==> config.mk <==
export PLATFORM = sky130hd
export DESIGN_NAME = mc_ctrl
export DESIGN_NICKNAME = d
export VERILOG_FILES = /design/src/rtl/mc_ctrl.sv
export SDC_FILE = /design/constraint.sdc
export NUM_CORES = 1
export LEC_CHECK = 0
export CORE_MARGIN = 3
export CORE_UTILIZATION = 30
export DETAILED_ROUTE_END_ITERATION = 8
export PLACE_DENSITY_LB_ADDON = 0.15
export SYNTH_ARGS = -nofsm -noshare
export SYNTH_HDL_FRONTEND = slang
export SYNTH_SLANG_ARGS = --single-unit
==> constraint.sdc <==
create_clock -name clk -period 4.8 [get_ports clk]
set_input_delay 1.2 -clock clk [delete_from_list [all_inputs] [get_ports clk]]
set_output_delay 1.2 -clock clk [all_outputs]
set_load 0.005 [all_outputs]
==> src/rtl/mc_ctrl.sv <==
// mc_ctrl: multi-cycle MIPS control FSM with a shared memory port.
// Sequences FETCH/DECODE/EXEC/MEM/WB and counts retired instructions.
module mc_ctrl #(
    parameter int CNT_W = 32
) (
    input  logic             clk,
    input  logic             reset_n,
    input  logic [5:0]       OPCode,
    input  logic [5:0]       FunctCode,
    input  logic             zero,
    input  logic             mem_ack,
    output logic             mem_req,
    output logic             mem_sel,
    output logic             MemWrite,
    output logic             IRWrite,
    output logic             PCWrite,
    output logic [1:0]       PCsrc,
    output logic             RegWrite,
    output logic [1:0]       RegDst,
    output logic [1:0]       MemtoReg,
    output logic [1:0]       ALUsrc,
    output logic [3:0]       ALUop,
    output logic [1:0]       EXTop,
    output logic             instr_done,
    output logic [CNT_W-1:0] retire_cnt
);

    typedef enum logic [2:0] {
        FETCH  = 3'd0,
        DECODE = 3'd1,
        EXEC   = 3'd2,
        MEM    = 3'd3,
        WB     = 3'd4
    } state_t;

    localparam logic [CNT_W-1:0] CNT_ONE = {{(CNT_W-1){1'b0}}, 1'b1};

    state_t state, state_nx;

    logic rtype;
    logic is_addu, is_subu, is_jr;
    logic is_ori, is_lui, is_lw, is_sw, is_beq, is_jal;

    assign rtype   = (OPCode == 6'h00);
    assign is_addu = rtype && (FunctCode == 6'h21);
    assign is_subu = rtype && (FunctCode == 6'h23);
    assign is_jr   = rtype && (FunctCode == 6'h08);
    assign is_ori  = (OPCode == 6'h0D);
    assign is_lui  = (OPCode == 6'h0F);
    assign is_lw   = (OPCode == 6'h23);
    assign is_sw   = (OPCode == 6'h2B);
    assign is_beq  = (OPCode == 6'h04);
    assign is_jal  = (OPCode == 6'h03);

    always_ff @(posedge clk or negedge reset_n) begin
        if (!reset_n) begin
            state      <= FETCH;
            retire_cnt <= '0;
        end else begin
            state <= state_nx;
            if (instr_done)
                retire_cnt <= retire_cnt + CNT_ONE;
        end
    end

    always_comb begin
        state_nx   = state;
        mem_req    = 1'b0;
        mem_sel    = 1'b0;
        MemWrite   = 1'b0;
        IRWrite    = 1'b0;
        PCWrite    = 1'b0;
        PCsrc      = 2'd0;
        RegWrite   = 1'b0;
        RegDst     = 2'd0;
        MemtoReg   = 2'd0;
        ALUsrc     = 2'd0;
        ALUop      = 4'd0;
        EXTop      = 2'd0;
        instr_done = 1'b0;
        // Outputs are forced low for the whole time reset is held.
        if (reset_n) begin
            case (state)
                FETCH: begin
                    mem_req = 1'b1;
                    if (mem_ack) begin
                        IRWrite  = 1'b1;
                        PCWrite  = 1'b1;
                        state_nx = DECODE;
                    end
                end
                DECODE: begin
                    if (is_addu || is_subu || is_ori || is_lui ||
                        is_lw || is_sw || is_beq) begin
                        state_nx = EXEC;
                    end else if (is_jal) begin
                        state_nx = WB;
                    end else begin
                        if (is_jr) begin
                            PCWrite = 1'b1;
                            PCsrc   = 2'd3;
                        end
                        instr_done = 1'b1;
                        state_nx   = FETCH;
                    end
                end
                EXEC: begin
                    state_nx = WB;
                    if (is_subu) begin
                        ALUop = 4'd1;
                    end else if (is_ori) begin
                        ALUop  = 4'd2;
                        ALUsrc = 2'd1;
                    end else if (is_lui) begin
                        ALUop  = 4'd2;
                        ALUsrc = 2'd1;
                        EXTop  = 2'd2;
                    end else if (is_lw || is_sw) begin
                        ALUsrc   = 2'd1;
                        EXTop    = 2'd1;
                        state_nx = MEM;
                    end else if (is_beq) begin
                        ALUop      = 4'd1;
                        EXTop      = 2'd1;
                        PCsrc      = 2'd1;
                        PCWrite    = zero;
                        instr_done = 1'b1;
                        state_nx   = FETCH;
                    end
                end
                MEM: begin
                    mem_req  = 1'b1;
                    mem_sel  = 1'b1;
                    MemWrite = is_sw;
                    if (mem_ack) begin
                        if (is_lw) begin
                            state_nx = WB;
                        end else begin
                            instr_done = 1'b1;
                            state_nx   = FETCH;
                        end
                    end
                end
                WB: begin
                    RegWrite   = 1'b1;
                    instr_done = 1'b1;
                    state_nx   = FETCH;
                    if (is_addu || is_subu) begin
                        RegDst = 2'd1;
                    end else if (is_lw) begin
                        MemtoReg = 2'd1;
                    end else if (is_jal) begin
                        RegDst   = 2'd2;
                        MemtoReg = 2'd2;
                        PCWrite  = 1'b1;
                        PCsrc    = 2'd2;
                    end
                end
                default: begin
                    state_nx = FETCH;
                end
            endcase
        end
    end

endmodule

# Word level (Yosys, flattened, before mapping)
# Index checks and enable logic that the tools add are counted.
# classes
add_sub_neg	1
n_eq_ne	15
mux	85
reduce_logical	14
# ops
op	count
2-bit two-way mux	24
1-bit two-way mux	47
32-bit by 1-bit adder with 32-bit output (second input constant)	1
3-bit two-way mux	10
6-bit == test (second input constant)	4
6-bit by 4-bit == test with 1-bit output (second input constant)	3
3-bit case mux with 4 select lines	1
1-bit case mux with 4 select lines	2
1-bit logical OR	7
3-bit by 2-bit == test with 1-bit output (second input constant)	2
6-bit by 2-bit == test with 1-bit output (second input constant)	1
6-bit by 3-bit == test with 1-bit output (second input constant)	1
6-bit zero test	1
2-bit case mux with 3 select lines	1
2-bit inequality test (second input constant)	2
3-bit by 1-bit == test with 1-bit output (second input constant)	1
3-bit == test (second input constant)	1
1-bit logical AND	3
3-bit zero test	1
3-bit AND reduction	1
2-bit OR reduction	1
# word_totals
reg_bits	35
out_inout_bits	53
word_cells	117

# Longest topological paths before layout
# logic_depth
word_depth	11
depth_mapped	8
mapped_depth_nobuf	6

# Worst setup path after synthesis
# Ideal clock, no wire load.
# synth_timing
path_kind	in2out
from	input port OPCode[3]
to	output port RegDst[1]
arrival_time_ns	2.312
required_time_ns	3.600
path_slack_ns	1.288
path_stages	4
path_buffers	2
cell_sequence	buf_2 -> or4_4 -> nor3_1 -> buf_4
# synth_via
elab_chain_len	6
elab_cells_between_ends	11
cone_classes	eq/ne: 2; mux: 5; reduce/logical: 4
# synth_lines
item	line_no	text
start, declared	8	input logic [5:0] OPCode,
6-bit by 2-bit == test with 1-bit output or 6-bit zero test (tied branches)	53, 44	
2-bit two-way mux, or another cell as far along	152	end else if (is_jal) begin
2-bit two-way mux or 1-bit logical OR (tied branches)	150, 148	
2-bit two-way mux *	148	if (is_addu || is_subu) begin
2-bit two-way mux *	83	case (state)
2-bit two-way mux *	82	if (reset_n) begin
end, declared	19	output logic [1:0] RegDst,
# Mark *: on every way between the ends. The rest lies on a longest branch, timed or not.

# Worst setup path in the final report
# layout_timing
from	input port OPCode[1]
to	output port PCsrc[1]
# layout_via
elab_chain_len	11
elab_cells_between_ends	24
cone_classes	eq/ne: 6; mux: 8; reduce/logical: 10
# layout_lines
item	line_no	text
6-bit zero test	44	assign rtype = (OPCode == 6'h00);
1-bit logical AND (on tied branches)	45, 46	
1-bit logical OR	93, 148	
1-bit logical OR (3 in series)	93	if (is_addu || is_subu || is_ori || is_lui ||
1-bit logical OR (2 in series)	94	is_lw || is_sw || is_beq) begin
2-bit two-way mux	93	
2-bit case mux with 3 select lines *	83	
2-bit two-way mux *	82	
end, declared	17	output logic [1:0] PCsrc,
# Marks and branches as above.

==> results.md <==
* Status: complete, no violations
* Critical path endpoint category: output pin
* Synthesis Warnings at 0
* Tmin final at about 4.6 ns
* CTS Buf Count at 5
* Total grt overflow at 0
* EDFF count, synth at 0
* RSZ-0062 raised after global routing: false
* CP Launch Type: primary input
* HPWL after DPL at just over 4000 um
* Worst Hold Class: reg2reg
* DIE AREA at approximately 9000 um2
* Filler Cell Count at roughly 730
* Gate Count Post-Synth at ~240
* Crit. Startpoint: OPCode[1]
* Initial DRC Count at about 110
* Area delta synth->final at 34.8%
* Total track usage at about 14%
* Leak at 1.25 nW
* Commonest cells in the synthesized netlist: dfrtp_1 (35), xnor2_1 (32), nand4_1 (24)
* Starting Density at between 30% and 40%
* Post-DRT Antenna Nets at 0
* Flops & latches, synth at 35
* Compound-Gate Fraction of Synth Area at 6.42%
* Critical Path RT at ~3.6 ns
* Num ports at between 60 and 70
* Antenna violations before repair at 0
* Maximum VDD drop at about 0.00023 V
* Crit path max fanout at 6
* Synth top area share at between 30% and 40%
* Largest net degree at the start of global routing at 42
* Distinct cells, synth at between 50 and 60
* Post-Synth XOR/XNOR Area at between 10 and 15%
* Vias per inst at 5.07
* Final worst-path setup slack at approximately 0.21 ns
* Clk Latency, worst-skew pair at 0.29 ns
* Simple-gate share of the synthesized area at 36.4%
* Fin. Hold Viols at 0
* Period utilization at between 90% and 100%
* PwrDens at about 300 nW/um2
* Chip Width at 93.9 um
* Synth area leaders: dfrtp_1 (38%), xnor2_1 (12%), nand4_1 (6.5%), and3_1 (6.2%), nand3_2 (4.3%)
* Crit Path Category: in2out
* Slew HR at around two fifths
* Reg clk slew, reported paths at 0.07 ns
* IO Port Bufs at 65
* Hold Crit Start: retire_cnt[31]
* First-pass GRT wire length at a little under 10000 um
* H-tree depth at 2
* CTS tree: yes
* Vias in the first global route at between 2000 and 2500
* Worst Tran Pin Value at 0.900 ns
* Final Setup Violations at 0
* Design Power at about 940 uW
* Wirelength per Cell at 14.9 um
* Mapped Area at between 2000 and 2500 um2
* Register area share after synthesis at a little under two fifths
* Post_cts resized at 0
* Hold slack at about 0.47 ns
* CTS Sinks at 35
* Clk root buf: clkbuf_8
* Via count at 2007
* Most area-hungry cell type in the Yosys netlist: dfrtp_1
* Asr flop ratio synth at between 90% and 100%
* Setup TNS Final at 0 ns
* First-pass DRT Iterations at 5
* Place WS at ~0.24 ns
* Die Y at between 90 and 100 um
* Max Cap Viol at 0
* Setup bufs post-CTS at 0
* # hold bufs at CTS at 0
* Residual DRC at 0
* Worst-case clock buffer depth at 2
* Nets at ~310
* Register area at around 880 um2
* Antenna Cells at 0
* Crit path arrival time at about 3.4 ns
* Fraction of layout instances using a drive strength above 1 at 12.8%
* Largest family of logic cells by synthesized area: simple AND/OR/NAND/NOR gates
* Core Rows at 31
* Clock Skews at ~0.0086 ns
* Most frequent cell after synthesis: dfrtp_1
* Syn avg cell area at around 9.8 um2
* Area taken by multi-input logic gates at 1330 um2
* Mux cell area share after synthesis at 0.485%
* Synth Flop Type: dfrtp_1
* Core ar. at ~7400 um2
* Fmax at around 220 MHz
* Post-Synth Adder-Cell Area at less than 1%
* DRT Wirelength at 5920 um
* Max Slew Vio Count at 0
* R2R Path Start: retire_cnt[3]
* Global placement routability congestion at approximately 0.8
==> metrics by stage <==
step	std cells	utilization, %	cell area, um2
final	396	42.4	3130
after global routing	396	42.4	3130
after CTS	396	42.4	3130
after detailed placement	388	40.9	3020
after global placement	388	40.9	3020
after floorplan	238	-	2330
==> cells in the final DEF (no fill, tap or decap), types with 3 or more instances in the layout <==
cell type	instances
inv_1	5
clkbuf_8	5
nand4_1	24
conb_1	3
and4_1	5
nor3_1	5
a21oi_1	6
buf_4	3
nand3_1	3
dfrtp_1	35
nor2_1	12
and3_1	23
o21ai_0	3
nand3_2	10
clkdlybuf4s50_1	64
xnor2_1	32
nand2_1	10
nor2b_1	3
and2_1	5
==> cell families (layout without fill, tap and decap cells) <==
kind of cell / Yosys count / count (layout)
DFF: 35 / 35
adders and majority gates: 1 / 1
and+or+nand+nor: 121 / 121
xor gates and xnor gates: 34 / 34
AOI/OAI and AO/OA: 21 / 21
buffers and inverters: 22 / 81
muxes: 1 / 1
other: 1 / 3
==> layer usage <==
metal	GRT usage [%]	wire (um)	share of wire, %
met5	0	0	0
met4	4.21	31	0.52
met3	3.21	306	5.2
met2	20.4	2620	44
met1	20.4	2970	50
==> where the power goes <==
group / internal [mW] / switching (mW)
registers: 0.317 / 0.0437
logic: 0.128 / 0.188
clock network: 0.155 / 0.112
==> path summary, 6_finish.rpt <==
| path | endpoint | slack (ns) | cells after the start |
|---|---|---|---|
| max | PCsrc[1] | 0.21 | 6 |
| max in group asynchronous | retire_cnt[0] | 3.42 | 2 |
| min | retire_cnt[31] | 0.47 | 1 |
| min in group asynchronous | retire_cnt[9] | 1.01 | 2 |
| max reg2reg | retire_cnt[31] | 2.42 | 6 |
| min reg2reg | retire_cnt[31] | 0.47 | 1 |
==> layout make-up <==
type | instances | share of cell area [%]
multi-input cells | 181 | 42.5
flip-flops and latches | 35 | 28.0
repair buffers | 68 | 21.4
well taps | 99 | 3.96
clock buffers | 5 | 2.20
clock inverters | 3 | 1.40
inverters | 5 | 0.600
==> flip-flops by register name, indices dropped and copies added, names as in the netlist <==
signal and cells:
state 3, retire_cnt 32
==> worst max-delay path, stage by stage <==
cell and delay, ns:
clkdlybuf4s50_1 0.62, nand3b_2 0.17, or4_4 0.47, o21ai_0 0.23
and3_1 0.19, clkdlybuf4s50_1 0.50
No activity file was read; power rests on OpenSTA's default activity.
